### src/rtl/iter_div32.sv
// iter_div32: iterative radix-2 restoring divider for DIV/DIVU/REM/REMU.
// One quotient bit per cycle on operand magnitudes, followed by a sign
// fix-up cycle. Divide-by-zero and signed overflow skip the iteration.
module iter_div32 #(
  parameter int DATA_W = 32
) (
  input  logic              clk,
  input  logic              rst_n,
  input  logic              start,
  input  logic [4:0]        op_sel,
  input  logic [DATA_W-1:0] rs1,
  input  logic [DATA_W-1:0] rs2,
  output logic              busy,
  output logic              done,
  output logic [DATA_W-1:0] result
);

  localparam logic [1:0] S_IDLE = 2'd0;
  localparam logic [1:0] S_CALC = 2'd1;
  localparam logic [1:0] S_FIX  = 2'd2;

  localparam int CNT_W = $clog2(DATA_W);
  localparam logic [CNT_W-1:0] CNT_LAST = CNT_W'(DATA_W - 1);
  localparam logic [DATA_W-1:0] MIN_NEG = {1'b1, {(DATA_W-1){1'b0}}};

  // Two's-complement magnitude; the most negative value maps to itself,
  // which is the correct unsigned magnitude.
  function automatic logic [DATA_W-1:0] mag(input logic signed [DATA_W-1:0] v);
    return v[DATA_W-1] ? -v : v;
  endfunction

  function automatic logic [DATA_W-1:0] negate(input logic [DATA_W-1:0] v);
    return -v;
  endfunction

  logic [1:0]        state_q, state_d;
  logic [CNT_W-1:0]  cnt_q, cnt_d;
  logic              is_rem_q, is_rem_d;
  logic              neg_q, neg_d;
  logic              done_q, done_d;
  logic [DATA_W-1:0] result_q, result_d;
  // dvd_q holds the shifting dividend and accumulates the quotient bits.
  logic [DATA_W-1:0] dvd_q, dvd_d;
  logic [DATA_W-1:0] rem_q, rem_d;
  logic [DATA_W-1:0] dvs_q, dvs_d;

  logic              op_valid;
  logic              signed_op;
  logic              s1, s2;
  logic [DATA_W:0]   trial;
  logic [DATA_W:0]   diff;
  logic [DATA_W-1:0] sel;

  assign op_valid = (op_sel[4:2] == 3'b101);
  assign busy     = (state_q != S_IDLE);
  assign done     = done_q;
  assign result   = result_q;

  // Next-state, datapath step and result selection.
  always_comb begin
    state_d   = state_q;
    cnt_d     = cnt_q;
    is_rem_d  = is_rem_q;
    neg_d     = neg_q;
    done_d    = 1'b0;
    result_d  = result_q;
    dvd_d     = dvd_q;
    rem_d     = rem_q;
    dvs_d     = dvs_q;
    signed_op = ~op_sel[0];
    s1        = signed_op & rs1[DATA_W-1];
    s2        = signed_op & rs2[DATA_W-1];
    trial     = {rem_q, dvd_q[DATA_W-1]};
    diff      = trial - {1'b0, dvs_q};
    sel       = is_rem_q ? rem_q : dvd_q;

    case (state_q)
      S_IDLE: begin
        if (start && op_valid) begin
          is_rem_d = op_sel[1];
          neg_d    = op_sel[1] ? s1 : (s1 ^ s2);
          dvd_d    = signed_op ? mag(rs1) : rs1;
          dvs_d    = signed_op ? mag(rs2) : rs2;
          rem_d    = '0;
          cnt_d    = CNT_LAST;
          state_d  = S_CALC;
          // Special results are staged directly and finished in FIX.
          if (rs2 == '0) begin
            dvd_d   = '1;
            rem_d   = rs1;
            neg_d   = 1'b0;
            cnt_d   = '0;
            state_d = S_FIX;
          end else if (signed_op && rs1 == MIN_NEG && rs2 == '1) begin
            dvd_d   = MIN_NEG;
            rem_d   = '0;
            neg_d   = 1'b0;
            cnt_d   = '0;
            state_d = S_FIX;
          end
        end
      end
      S_CALC: begin
        // Restoring step: keep the difference only when it is non-negative.
        if (!diff[DATA_W]) rem_d = diff[DATA_W-1:0];
        else               rem_d = trial[DATA_W-1:0];
        dvd_d = {dvd_q[DATA_W-2:0], ~diff[DATA_W]};
        if (cnt_q == '0) state_d = S_FIX;
        else             cnt_d   = cnt_q - CNT_W'(1);
      end
      S_FIX: begin
        result_d = neg_q ? negate(sel) : sel;
        done_d   = 1'b1;
        state_d  = S_IDLE;
      end
      default: state_d = S_IDLE;
    endcase
  end

  // Control state and the visible result, cleared by reset.
  always_ff @(posedge clk or negedge rst_n) begin
    if (!rst_n) begin
      state_q  <= S_IDLE;
      cnt_q    <= '0;
      is_rem_q <= 1'b0;
      neg_q    <= 1'b0;
      done_q   <= 1'b0;
      result_q <= '0;
    end else begin
      state_q  <= state_d;
      cnt_q    <= cnt_d;
      is_rem_q <= is_rem_d;
      neg_q    <= neg_d;
      done_q   <= done_d;
      result_q <= result_d;
    end
  end

  // Working registers; always loaded on accept before being used.
  always_ff @(posedge clk) begin
    dvd_q <= dvd_d;
    rem_q <= rem_d;
    dvs_q <= dvs_d;
  end

endmodule

### config.mk
export PLATFORM = sky130hd
export DESIGN_NAME = iter_div32
export DESIGN_NICKNAME = d
export VERILOG_FILES = /design/src/rtl/iter_div32.sv
export SDC_FILE = /design/constraint.sdc
export NUM_CORES = 1
export LEC_CHECK = 0
export BUFFER_PORTS_ARGS = -buffer_cell sky130_fd_sc_hd__buf_2
export CORE_MARGIN = 5
export CORE_UTILIZATION = 40
export DETAILED_ROUTE_END_ITERATION = 6
export PLACE_DENSITY_LB_ADDON = 0.15
export SLEW_MARGIN = 20
export SYNTH_ARGS = -nofsm -noshare
export SYNTH_HDL_FRONTEND = slang
export SYNTH_SLANG_ARGS = --single-unit
### constraint.sdc
create_clock -name clk -period 4.9 [get_ports clk]
set_input_delay 1.225 -clock clk [delete_from_list [all_inputs] [get_ports clk]]
set_output_delay 1.225 -clock clk [all_outputs]
set_load 0.01 [all_outputs]
Yosys cells after proc, flatten, opt, wreduce, memory -nomap -nowiden. Cells that the tools add are included.

Flip-flop bits (word level): 138. Bits of input ports: 72. Output and inout port bits: 34.

Bitwise gates (word level): 5. Equal/unequal tests: 8. Add/sub/neg operators: 5. Reductions and logical operators: 12. Multiplexer cells: 28.

Operators with widths (number): 32-bit 2-to-1 mux (12); 32-bit case mux with 2 select lines (2); 32-bit negation (3); 32-bit equality test, second input constant (2); 33-bit by 32-bit subtractor with 33-bit output (1); 32-bit logical NOT (1); 5-bit 2-to-1 mux (4); 5-bit case mux with 2 select lines (1); 2-bit 2-to-1 mux (4); 2-bit != test, second input constant (3); 2-bit AND reduction (3); 5-bit logical NOT (1); 5-bit by 1-bit subtractor with 5-bit output, second input constant (1); 1-bit 2-to-1 mux (4); 2-bit case mux with 2 select lines (1); 2-bit nonzero test (2); 3-bit equality test, second input constant (1); 1-bit logical AND (3); 3-bit AND reduction (1); 1-bit bitwise AND (2); 2-bit by 1-bit equality test with 1-bit output, second input constant (1); 2-bit equality test, second input constant (1); 2-bit logical NOT (1); 1-bit inverter (2); 1-bit XOR (1).

Longest topological paths before layout.
Depth in word-level cells: 7. Mapped depth: 14. Gate-level depth less buffers: 11.

Least setup slack after synthesis. No wires, ideal clock.

Path kind: register -> register. From: reg is_rem_q. To: reg result_q[18], in the netlist result[18]. Buffers on the path: 5. Data required time: 4.775 ns. Setup slack: 1.286 ns. Period minus slack after synthesis: 3.614 ns. Library setup time: 0.125 ns. Cell stages (with the launch flop): 14. Arrival: 3.489 ns. Path through: dfrtp_1 -> buf_6 -> buf_2 -> buf_2 -> buf_1 -> clkbuf_1 -> mux2i_1 -> ha_1 -> o21ai_0 -> o41ai_2 -> a21boi_2 -> nand2_1 -> xor2_1 -> mux2_2.

Word-level cells in the longest chain between the ends: 3.

Ends and longest elaborated chain: from (decl) (RTL line 38) `logic is_rem_q, is_rem_d;`; from (signal assigned) (RTL line 132) `is_rem_q <= is_rem_d;`; 32-bit 2-to-1 mux * (RTL line 75) `sel = is_rem_q ? rem_q : dvd_q;`; 32-bit negation (RTL line 33) `return -v;`; 32-bit 2-to-1 mux * (RTL line 112) `result_d = neg_q ? negate(sel) : sel;`; to (signal assigned) (RTL line 135) `result_q <= result_d;`; to (decl) (RTL line 41) `logic [DATA_W-1:0] result_q, result_d;`.

Mark *: on every way between the ends. The rest lies on a longest branch, timed or not. A chain may end at the register's enable or synchronous reset.

Worst setup path in the final report.
From: reg dvd_q[31]. To: reg rem_q[7] (data pin).

Word-level cells in the longest chain between the ends: 3.

Ends and longest elaborated chain: from (decl) (RTL line 43) `logic [DATA_W-1:0] dvd_q, dvd_d;`; from (signal assigned) (RTL line 141) `dvd_q <= dvd_d;`; 33-bit by 32-bit subtractor with 33-bit output (RTL line 74) `diff = trial - {1'b0, dvs_q};`; 32-bit 2-to-1 mux (RTL line 105) `if (!diff[DATA_W]) rem_d = diff[DATA_W-1:0];`; 32-bit case mux with 2 select lines (RTL line 77) `case (state_q)`; named net rem_d[7] (RTL line 44) `logic [DATA_W-1:0] rem_q, rem_d;`; to (signal assigned) (RTL line 142) `rem_q <= rem_d;`; to (decl) (RTL line 44).

The timed path passes the listed nets, and every way through them passes these cells.

==> reports/results.tsv <==
stage	metric	value	unit
global_route	first-pass GRT wire length	43900	um
worst_setup_path	CP Data Arrival Time	3870	ps
cts	root buf cell	clkbuf_16	
route	DRC	0	
worst_setup_path	crit start category	register	
cells_and_area	fin util	0.465	
cts	cts bufs inserted	17	
worst_hold_path	Worst Hold Depth	2	
global_route	initial antenna violation count	1	
sta	Hold Vio Cnt, Final	0	
cts	clk_lat worst skew	420	ps
worst_hold_path	Worst Hold Class	reg -> reg	
floorplanning	die height	171	um
route	wire per inst	17.6	um
power_and_ir_drop	VDD IR max	271	uV
worst_hold_path	Hold Crit Endpoint	result[0]	
route	vias	8665	
sta	worst-margin pin slew	993	ps
cells_and_area	Layout Nets	1344	
yosys	#FFs+latches synth	138	
yosys	Post-Syn Nets	1257	
yosys	warnings from Yosys	0	
yosys	sequential area share after synthesis	0.381	
cts	Clock Sinks	138	
power_and_ir_drop	Leak Pwr	4.77	nW
job	Max-cap violations	0	
cts	clock transition at the registers of the reported paths	60	ps
cts	Resized cells post-CTS	0	
worst_setup_path	Worst EP required	5050	ps
floorplanning	initial core utilization	0.408	
cts	Post CTS Setup Buffer Count	0	
place	Port Buffers	105	
floorplanning	Row Count	58	
global_route	gr usage total	0.190	
worst_setup_path	r2r endpoint	rem_q[7]	
worst_setup_path	r2r setup slk	1170	ps
floorplanning	Die Span X	171	um
worst_setup_path	R2R cell count	13	
place	DP Wirelength	21800	um
route	DR iter-0 viols	756	
yosys	cells after synthesis	1146	
cells_and_area	share of cells above drive strength 1	0.162	
worst_setup_path	Worst Setup End Kind	register	
global_route	largest net degree at the start of global routing	64	
cells_and_area	filler instances	2502	
sta	clock skew	9.51	ps
route	WL final	27700	um
sta	Worst slew margin	0.338	
power_and_ir_drop	PD cells	604	nW/um^2
route	drt via density	5.49	
run_status	status	complete, no violations	
yosys	Synth Cell Area	10300	sq um
sta	Max Transition Viols Final	0	
yosys	number of synthesized flops with an enable pin	96	
worst_setup_path	crit-path max FO	20	
floorplanning	total die area	29100	sq um
floorplanning	core box area	25300	sq um
sta	TNS Setup	0	ps
cts	hold buffers post-CTS	0	
sta	min Tclk post-route	3730	ps
worst_setup_path	worst reg2reg path startpoint	dvd_q[31]	
place	Cells after DPL	1544	
power_and_ir_drop	Tot Pwr	7.09	mW
sta	Final setup viols	0	
global_route	total congestion overflow	0	
global_route	number of global-route vias before repair	8180	
worst_setup_path	Crit. Startpoint	dvd_q[31]	
yosys	Primary FF master, synth	edfxtp_1	
yosys	Async S/R FF share, synth	0.304	
sta	final critical-path share of the clock period	0.760	
yosys	syn_area_per_cell	9.00	sq um
cts	Clock Path Buffers	2	
route	DRT Pass-1 Iters	5	
cells_and_area	Layout area overhead	13.7	%
sta	unrepaired setup endpoints after global routing	no	
cts	H-tree depth	4	
route	post-route ant nets	0	
worst_hold_path	Hold Path Origin	result[0]	
floorplanning	IO Pins	106	
sta	Max Freq	268	MHz
worst_setup_path	critical path class	reg -> reg	
cells_and_area	Reg area	3940	sq um
cts	CTS tree	done	
place	RD Place Congestion	0.906	
cells_and_area	Non-Filler Instances	1577	
cells_and_area	area of the multi-input gates	5950	sq um
yosys	Synth cell types	79	
==> cell type report <==
| class | instances | area share |
|---|---|---|
| antenna | 1 | 0.000213 |
| clock buffer | 18 | 0.0374 |
| clock inverter | 14 | 0.0101 |
| inverter | 54 | 0.0173 |
| multi-input combinational | 898 | 0.507 |
| sequential | 138 | 0.335 |
| tap | 330 | 0.0352 |
| timing repair buffer | 124 | 0.0570 |
==> layout by cell type (no fill, tap or decap), types with 5 or more instances in the layout <==
master	n
a221o_1	5
or4_1	12
nand3_1	20
nor4_1	10
nand2b_1	14
o31ai_1	13
or2_2	8
xor2_1	33
nor2b_1	7
mux2i_1	48
nand2_1	116
and4_1	5
buf_2	105
buf_4	19
clkbuf_16	17
o41ai_1	9
nor3_1	29
nor3b_1	7
and3_1	11
a31oi_1	23
nand4_1	14
edfxtp_1	96
o21ai_0	102
xnor2_1	74
a21o_1	10
inv_1	54
dfrtp_1	41
o21ai_1	8
mux2_2	9
and2_1	5
a21oi_1	81
a211oi_1	5
nor2_1	88
ha_1	38
o211ai_1	16
inv_4	5
==> worst max-delay path by stage <==
stage	endpoint	slack (ps)	cells past startpoint
after floorplan	result[18]	1290	13
after global placement	rem_q[28]	980	8
after detailed placement	rem_q[16]	960	9
after CTS	rem_q[16]	1140	13
after global routing	rem_q[11]	960	13
final	rem_q[7]	1170	13
==> report_power, final <==
part	switching, mW	total (mW)	internal (mW)
Clock	0.516	1.23	0.713
Sequential	0.462	2.29	1.83
Combinational	2.01	3.57	1.55
Total	2.99	7.09	4.09
==> kinds of logic after synthesis <==
group / after synthesis / share of synthesized area
buffers and inverters: 110 / 0.0436
AND/OR/NAND/NOR: 375 / 0.183
adder cells (fa/ha/maj): 39 / 0.0480
flip-flops: 138 / 0.381
multiplexers: 61 / 0.0634
AO/OA/AOI/OAI: 316 / 0.190
XOR/XNOR: 107 / 0.0909
==> sequential cells by signal, summed over array words and instances (netlist names) <==
signal	count
dvd_q	32
dvs_q	32
rem_q	32
result	32
cnt_q	5
state_q	2
done	1
is_rem_q	1
neg_q	1
==> metal layers <==
metal / part of all wire / vias up / GRT usage
met4: 0.023 / 0 / 0.0625
met2: 0.42 / 283 / 0.284
met3: 0.060 / 31 / 0.0293
li1: - / 4387 / -
met5: 0 / - / 0
met1: 0.49 / 3964 / 0.282
==> cell usage after synthesis (5+ instances only) <==
library cell  instances  area share
nand4_1              14      0.0085
o21ai_0             102       0.049
ha_1                 38       0.046
o211ai_1             16       0.012
buf_2                 8      0.0039
dfrtp_1              42        0.10
o41ai_1               9      0.0076
nor3b_1               7      0.0051
a21o_1               10      0.0073
mux2i_1              48       0.047
o21ai_1               8      0.0039
o31ai_1              13      0.0095
nand2_1             117       0.043
nand3_1              20      0.0097
and2_1                5      0.0030
xor2_1               33       0.028
a221o_1               5      0.0049
xnor2_1              74       0.063
nor2_1               88       0.032
clkbuf_1             41       0.015
edfxtp_1             96        0.28
and4_1                5      0.0042
nor4_1               10      0.0061
or2_2                 8      0.0049
a211oi_1              5      0.0036
mux2_2                9      0.0098
nand2b_1             16      0.0097
nor3_1               29       0.014
inv_1                54       0.020
or4_1                12      0.0087
a21oi_1              81       0.039
a31oi_1              23       0.014
and3_1               11      0.0067
nor2b_1               9      0.0055
==> worst max-delay path, cell delays in order (launching register included) <==
cell and delay, ps:
edfxtp_1 460, inv_1 110, ha_1 240, fa_1 400, nand2b_1 210, a21oi_1 240, o21ai_1 160, o21ai_0 180
buf_4 160, a311oi_1 100, or3_1 560, buf_4 300, mux2i_1 210, o21ai_0 110
==> through the flow <==
step / cell area, sq um / setup WS [ps] / hold WS, ps
floorplan: 10300 / 1290 / 472
global placement: 11200 / 982 / 456
detailed placement: 11200 / 960 / 465
CTS: 11700 / 1140 / 479
global route: 11700 / 963 / 494
finish: 11700 / 1170 / 469
Note: power is estimated with default switching activity, not from simulation.
